File: src/rtl/uart_pkg.sv
// Shared UART definitions: parity encoding, TX state encoding and the parity helper.
// The RX frame error checker uses the same encoding and helper.
package uart_pkg;

  localparam logic [1:0] PARITY_ODD  = 2'b01;
  localparam logic [1:0] PARITY_EVEN = 2'b10;
  localparam int         MAX_DATA_BITS = 9;

  typedef enum logic [2:0] {
    TX_IDLE,
    TX_START,
    TX_DATA,
    TX_PARITY,
    TX_STOP
  } tx_state_t;

  // Callers zero-extend narrower words; zero bits do not change the reduction.
  function automatic logic parity_bit(input logic [MAX_DATA_BITS-1:0] data,
                                      input logic [1:0] parity_type);
    logic p;
    case (parity_type)
      PARITY_EVEN: p = ^data;
      PARITY_ODD:  p = ~^data;
      default:     p = 1'b1;
    endcase
    return p;
  endfunction

  function automatic logic parity_type_ok(input logic [1:0] parity_type);
    return (parity_type == PARITY_ODD) || (parity_type == PARITY_EVEN);
  endfunction

endpackage

File: src/rtl/uart_tx_framer_if.sv
// Host-side word handshake into the UART transmit framer.
// Word and parity type are only meaningful in the cycle tx_valid && tx_ready.
interface uart_tx_framer_if #(parameter int DATA_BITS = 8);
  import uart_pkg::*;

  logic                 tx_valid;
  logic                 tx_ready;
  logic [DATA_BITS-1:0] tx_data;
  logic [1:0]           parity_type;

  modport master (output tx_valid, output tx_data, output parity_type, input tx_ready);
  modport slave  (input tx_valid, input tx_data, input parity_type, output tx_ready);
endinterface

File: src/rtl/uart_bit_timer.sv
// Baud counter: bit_end is a registered pulse in the last cycle of every bit period.
// restart makes the following cycle the first of a fresh period; no backpressure.
module uart_bit_timer #(
  parameter int CLKS_PER_BIT = 868
) (
  input  logic clk,
  input  logic reset,
  input  logic restart,
  output logic bit_end
);
  localparam int            CW   = $clog2(CLKS_PER_BIT);
  localparam logic [CW-1:0] LAST = CW'(CLKS_PER_BIT - 1);

  logic [CW-1:0] cnt;
  logic [CW-1:0] cnt_nxt;

  always_comb begin
    cnt_nxt = cnt + 1'b1;
    if (restart || (cnt == LAST)) cnt_nxt = '0;
  end

  // bit_end is looked ahead from cnt_nxt so it lines up with cnt == LAST.
  always_ff @(posedge clk) begin
    if (reset) begin
      cnt     <= '0;
      bit_end <= 1'b0;
    end else begin
      cnt     <= cnt_nxt;
      bit_end <= (cnt_nxt == LAST);
    end
  end
endmodule

File: src/rtl/uart_tx_framer.sv
// UART TX framer: start, DATA_BITS LSB-first, optional parity, 1-2 stop bits; tx falls one cycle after accept.
// tx_ready only in IDLE or the final stop cycle, so back-to-back frames leave no idle gap.
module uart_tx_framer
  import uart_pkg::*;
#(
  parameter int DATA_BITS    = 8,
  parameter int PARITY_EN    = 1,
  parameter int STOP_BITS    = 1,
  parameter int CLKS_PER_BIT = 868
) (
  input  logic            clk,
  input  logic            reset,
  uart_tx_framer_if.slave host,
  output logic            tx,
  output logic            tx_busy,
  output logic            tx_done,
  output logic            cfg_err
);
  localparam int            IW       = $clog2(DATA_BITS);
  localparam logic [IW-1:0] LAST_IDX = IW'(DATA_BITS - 1);

  tx_state_t            state;
  logic [DATA_BITS-1:0] data_q;
  logic [DATA_BITS-1:0] shift_q;
  logic [1:0]           ptype_q;
  logic [IW-1:0]        bit_idx;
  logic                 stop_idx;
  logic                 bit_end;
  logic                 last_stop;
  logic                 accept;

  assign last_stop     = (state == TX_STOP) && (stop_idx == 1'(STOP_BITS - 1)) && bit_end;
  assign host.tx_ready = !reset && ((state == TX_IDLE) || last_stop);
  assign accept        = host.tx_valid && host.tx_ready;
  assign tx_done       = last_stop;

  uart_bit_timer #(.CLKS_PER_BIT(CLKS_PER_BIT)) u_bit_timer (
    .clk     (clk),
    .reset   (reset),
    .restart (accept),
    .bit_end (bit_end)
  );

  always_ff @(posedge clk) begin
    if (reset) begin
      state    <= TX_IDLE;
      tx       <= 1'b1;
      tx_busy  <= 1'b0;
      cfg_err  <= 1'b0;
      data_q   <= '0;
      shift_q  <= '0;
      ptype_q  <= '0;
      bit_idx  <= '0;
      stop_idx <= 1'b0;
    end else begin
      cfg_err <= accept && (PARITY_EN != 0) && !parity_type_ok(host.parity_type);
      // An accept in the last stop cycle takes priority and chains straight into START.
      if (accept) begin
        state   <= TX_START;
        tx      <= 1'b0;
        tx_busy <= 1'b1;
        data_q  <= host.tx_data;
        shift_q <= host.tx_data;
        ptype_q <= host.parity_type;
      end else if (bit_end) begin
        case (state)
          TX_START: begin
            state   <= TX_DATA;
            tx      <= shift_q[0];
            shift_q <= shift_q >> 1;
            bit_idx <= '0;
          end
          TX_DATA: begin
            if (bit_idx == LAST_IDX) begin
              stop_idx <= 1'b0;
              if (PARITY_EN != 0) begin
                state <= TX_PARITY;
                tx    <= parity_bit(MAX_DATA_BITS'(data_q), ptype_q);
              end else begin
                state <= TX_STOP;
                tx    <= 1'b1;
              end
            end else begin
              bit_idx <= bit_idx + 1'b1;
              tx      <= shift_q[0];
              shift_q <= shift_q >> 1;
            end
          end
          TX_PARITY: begin
            state    <= TX_STOP;
            tx       <= 1'b1;
            stop_idx <= 1'b0;
          end
          TX_STOP: begin
            if (last_stop) begin
              state   <= TX_IDLE;
              tx      <= 1'b1;
              tx_busy <= 1'b0;
            end else begin
              stop_idx <= 1'b1;
            end
          end
          default: state <= TX_IDLE;
        endcase
      end
    end
  end
endmodule
File: src/flat_wrapper.sv
// flat-port wrapper written by rule: the top's interface ports become plain ports
module uart_tx_framer_flat import uart_pkg::*;
#(
  parameter int DATA_BITS    = 8,
  parameter int PARITY_EN    = 1,
  parameter int STOP_BITS    = 1,
  parameter int CLKS_PER_BIT = 868
)
  (clk, reset, tx, tx_busy, tx_done, cfg_err, host_tx_valid, host_tx_data, host_parity_type, host_tx_ready);
  uart_tx_framer_if #(.DATA_BITS(DATA_BITS)) host_i ();
  input  logic clk;
  input  logic reset;
  output logic tx;
  output logic tx_busy;
  output logic tx_done;
  output logic cfg_err;
  input wire logic [$bits(host_i.tx_valid)-1:0] host_tx_valid;
  input wire logic [$bits(host_i.tx_data)-1:0] host_tx_data;
  input wire logic [$bits(host_i.parity_type)-1:0] host_parity_type;
  output wire logic [$bits(host_i.tx_ready)-1:0] host_tx_ready;
  assign host_i.tx_valid = host_tx_valid;
  assign host_i.tx_data = host_tx_data;
  assign host_i.parity_type = host_parity_type;
  assign host_tx_ready = host_i.tx_ready;
  uart_tx_framer #(.DATA_BITS(DATA_BITS), .PARITY_EN(PARITY_EN), .STOP_BITS(STOP_BITS), .CLKS_PER_BIT(CLKS_PER_BIT)) u_core (.clk(clk), .reset(reset), .host(host_i), .tx(tx), .tx_busy(tx_busy), .tx_done(tx_done), .cfg_err(cfg_err));
endmodule
File: config.mk
export PLATFORM = sky130hd
export DESIGN_NAME = uart_tx_framer_flat
export DESIGN_NICKNAME = d
export VERILOG_FILES = /design/src/rtl/uart_pkg.sv /design/src/rtl/uart_tx_framer_if.sv /design/src/rtl/uart_bit_timer.sv /design/src/rtl/uart_tx_framer.sv /design/src/flat_wrapper.sv
export SDC_FILE = /design/constraint.sdc
export NUM_CORES = 1
export LEC_CHECK = 0
export ABC_CLOCK_PERIOD_IN_PS = 2500
export BUFFER_PORTS_ARGS = -buffer_cell sky130_fd_sc_hd__buf_2
export CAP_MARGIN = 10
export CORE_MARGIN = 2
export CORE_UTILIZATION = 60
export DETAILED_ROUTE_END_ITERATION = 16
export GPL_ROUTABILITY_DRIVEN = 0
export PLACE_DENSITY = 0.84
export SLEW_MARGIN = 30
export SYNTH_ARGS = -nofsm -noshare
export SYNTH_HDL_FRONTEND = slang
export SYNTH_SLANG_ARGS = --single-unit
File: constraint.sdc
create_clock -name clk -period 2.5 [get_ports clk]
set_input_delay 0.625 -clock clk [delete_from_list [all_inputs] [get_ports clk]]
set_output_delay 0.625 -clock clk [all_outputs]
set_load 0.1 [all_outputs]
==> metrics.md <==
| Metric | Value |
|---|---|
| Status | `completed` |
| Setup tns final | `0 ps` |
| CP Launch Type | `flop` |
| Top_reg_cell synth | `dfxtp_1` |
| Final period util | `91.7%` |
| Core Util, Final | `68.4%` |
| Synth Instances | `202` |
| NumNets Final | `235` |
| Post-synthesis register bit count | `39` |
| Die X-Extent | `60.2 µm` |
| Max Cap Viol | `0` |
| Post-synth EDFFs | `0` |
| Fmax | `436 MHz` |
| Comb pwr share | `roughly 15%` |
| Initial antenna violation count | `0` |
| Final instance area | `0.00207 mm²` |
| Sw Share | `~28%` |
| Hold Crit Class | `flop to flop` |
| Share of the synthesized area in the top cell type | `41.2%` |
| Most frequent cells in the layout | `dfxtp_1, nand2_1, nor2_1` |
| Clk pwr share | `between 30% and 40%` |
| PwrDens | `598 mW/mm²` |
| Synth area leader | `dfxtp_1` |
| Crit Path Class | `flop to output port` |
| Num Clock Sinks | `39` |
| Wire per inst | `14.5 µm` |
| Gr ovfl total | `0` |
| Die area | `roughly 0.0036 mm²` |
| Aggregate global-route resource usage | `24.2%` |
| Initial Utilization | `a little over three fifths` |
| P_int | `0.893 mW` |
| Post-Syn Area | `0.00189 mm²` |
| Post-DRT Antenna Nets | `0` |
| Via count of the first global-routing pass | `1479` |
| Worst vdd ir | `~0.39 mV` |
| Core Footprint | `0.00303 mm²` |
| Clock slew seen by the registers of the worst setup and hold paths | `130 ps` |
| Dpl hpwl | `2710 µm` |
| CTS tree | `built` |
| Post-CTS Hold Buffers | `0` |
| R2r endpoint | `u_core.shift_q[7]$_SDFFE_PP0P_` |
| Hold_sp | `u_core.tx_busy$_SDFFE_PP0P_` |
| Final WL | `3810 µm` |
| Met3 Use GR | `6.28%` |
| P_sw | `0.346 mW` |
| Slew Limit Fails | `0` |
| Synth warn | `0` |
| Ys async rst share | `0%` |
| Clk_lat worst skew | `350 ps` |
| H-tree depth | `2` |
| Hold Path Sink | `u_core.tx_busy$_SDFFE_PP0P_` |
| R2R cell count | `5` |
| Largest net degree at the start of global routing | `22` |
| Clock Tree Buf Depth | `2` |
| Commonest non-fill, non-tap cell in the layout | `dfxtp_1` |
| GR Layer Usage met2 | `42.1%` |
| Ports | `18` |
| Grt peak-use layer | `met2` |
| DRT Pass-1 Iters | `5` |
| Via count | `1517` |
| DRT iter0 DRCs | `~100` |
| Final setup vio count | `0` |
| Leakage | `approximately 0.78 nW` |
| Sequential fraction of the synthesis area | `41.2%` |
| Average size of a mapped cell | `9.37 µm²` |
| Rows | `20` |
| Critical path capture point type | `output port` |
| Root Buffer | `clkbuf_4` |
| Global-route wire length before repair | `6470 µm` |
| Tightest Pin Transition | `775 ps` |
| Area Growth Syn to Fin | `9.39%` |
| R2R Setup Slk | `610 ps` |
| Synth cell types | `52` |
| Synth top area cells | `dfxtp_1, xnor2_1, nand2_1` |
| Share of layout cells above drive strength 1 | `20.2%` |
| Post-layout min period | `2290 ps` |
| FF-to-FF Start | `u_core.state[0]$_SDFFE_PP0P_` |
| Filler cells | `238` |
| CTS Buf Count | `5` |
| Seq pwr share | `54.7%` |
| DR vias/cell | `5.79` |
| Rel. slew slack | `approximately half` |
| RSZ-0062 raised after global routing | `no` |
| IO Port Bufs | `17` |
| Multi-input logic area | `0.00102 mm²` |
| DRC Markers | `0` |
| Hold path depth | `2` |
| Grt met1 use | `28.3%` |
| Synth Net Count | `220` |
| Crit path max fanout | `8` |
| Placed Area | `around 0.0020 mm²` |
| Worst Path Required | `about 1900 ps` |
| CP Data Arrival Time | `1670 ps` |
| Chip Height | `60.2 µm` |
| Clock skew | `21.1 ps` |
| Diodes inserted | `0` |
| Final Hold Vio Count | `0` |
| FF+latch area | `782 µm²` |
==> cell type report <==
class,instances,area share [%]
sequential,39,37.8
multi-input combinational,146,49.3
timing repair buffer,19,5.68
tap,44,2.66
inverter,6,1.09
clock inverter,1,0.363
clock buffer,7,3.14
==> state kept, by name, summed over array words and instances (netlist names) <==
signal and count:
u_core.tx_busy 1, u_core.cfg_err 1, u_core.bit_idx 3, u_core.state 3
u_core.data_q 8, u_core.ptype_q 2, u_core.tx 1, u_core.u_bit_timer.cnt 10
u_core.u_bit_timer.bit_end 1, u_core.stop_idx 1, u_core.shift_q 8
==> stage by stage <==
stage                     total power, mW  hold WS (ps)  instances  setup WS (ps)
after detailed placement            0.881           451        254            352
final                                1.24           463        262            207
after global placement              0.876           442        254            390
after CTS                            1.25           468        262           75.9
after floorplan                     0.837           436        202            268
after global routing                 1.30           490        262           63.8
==> critical path, cell delays in order, from the launching register on <==
cell     delay, ps
dfxtp_2        450
inv_2           90
nor4_2         300
and2_1         190
buf_4          290
==> repair_timing <==
| action | in CTS | in global routing |
|---|---|---|
| pin swaps | 0 | 0 |
| buffers inserted | 0 | 0 |
| gates resized for setup | 1 | 1 |
| setup endpoints to repair | 1 | 1 |
==> metal layers <==
metal,part of all wire [%],up-vias
li1,-,753
met1,43,723
met2,50,35
met3,4.6,6
met4,1.7,0
met5,0,-
==> Yosys cell counts, types with 2 or more instances <==
cell      count
and4_1        2
ha_1          5
nor3_1        5
nor2_1       19
and3_1        3
o2111a_1      2
a22oi_1       3
a22o_1        8
a32oi_1       2
nand2_1      23
a21oi_1      12
buf_4         4
o21ai_0       3
nand3_1       5
buf_2         4
clkbuf_1      2
o21a_1        3
xor2_1        5
xnor2_1      10
inv_1         5
nand4_1       4
nand3b_1      2
dfxtp_1      39
a311oi_2      4
==> how the worst max path moves through the flow <==
stage / from / to / slack, ps / depth (start not counted)
floorplan: reset / host_tx_ready / 270 / 2
global placement: u_core.state[2]$_SDFFE_PP0P_ / tx_done / 390 / 4
detailed placement: u_core.state[2]$_SDFFE_PP0P_ / tx_done / 350 / 4
CTS: u_core.state[2]$_SDFFE_PP0P_ / tx_done / 80 / 4
global route: u_core.state[2]$_SDFFE_PP0P_ / tx_done / 60 / 4
finish: u_core.state[2]$_SDFFE_PP0P_ / tx_done / 210 / 4
==> cell families after synthesis <==
logic type,Yosys count,synth area share [%]
AND/OR/NAND/NOR,77,22.0
AO/OA/AOI/OAI,47,20.6
flip-flops,39,41.2
buffers and inverters,17,4.82
XOR/XNOR,15,6.94
adder cells (fa/ha/maj),5,3.30
multiplexers,2,1.12
==> power by group through the flow <==
stage	Sequential (mW)	Clock, mW	Combinational [mW]
2_1_floorplan	0.714	0	0.124
3_3_place_gp	0.690	0	0.186
3_5_place_dp	0.691	0	0.189
4_1_cts	0.678	0.381	0.191
5_1_grt	0.682	0.417	0.204
6_report	0.678	0.372	0.189
No activity file was read; power rests on OpenSTA's default activity.
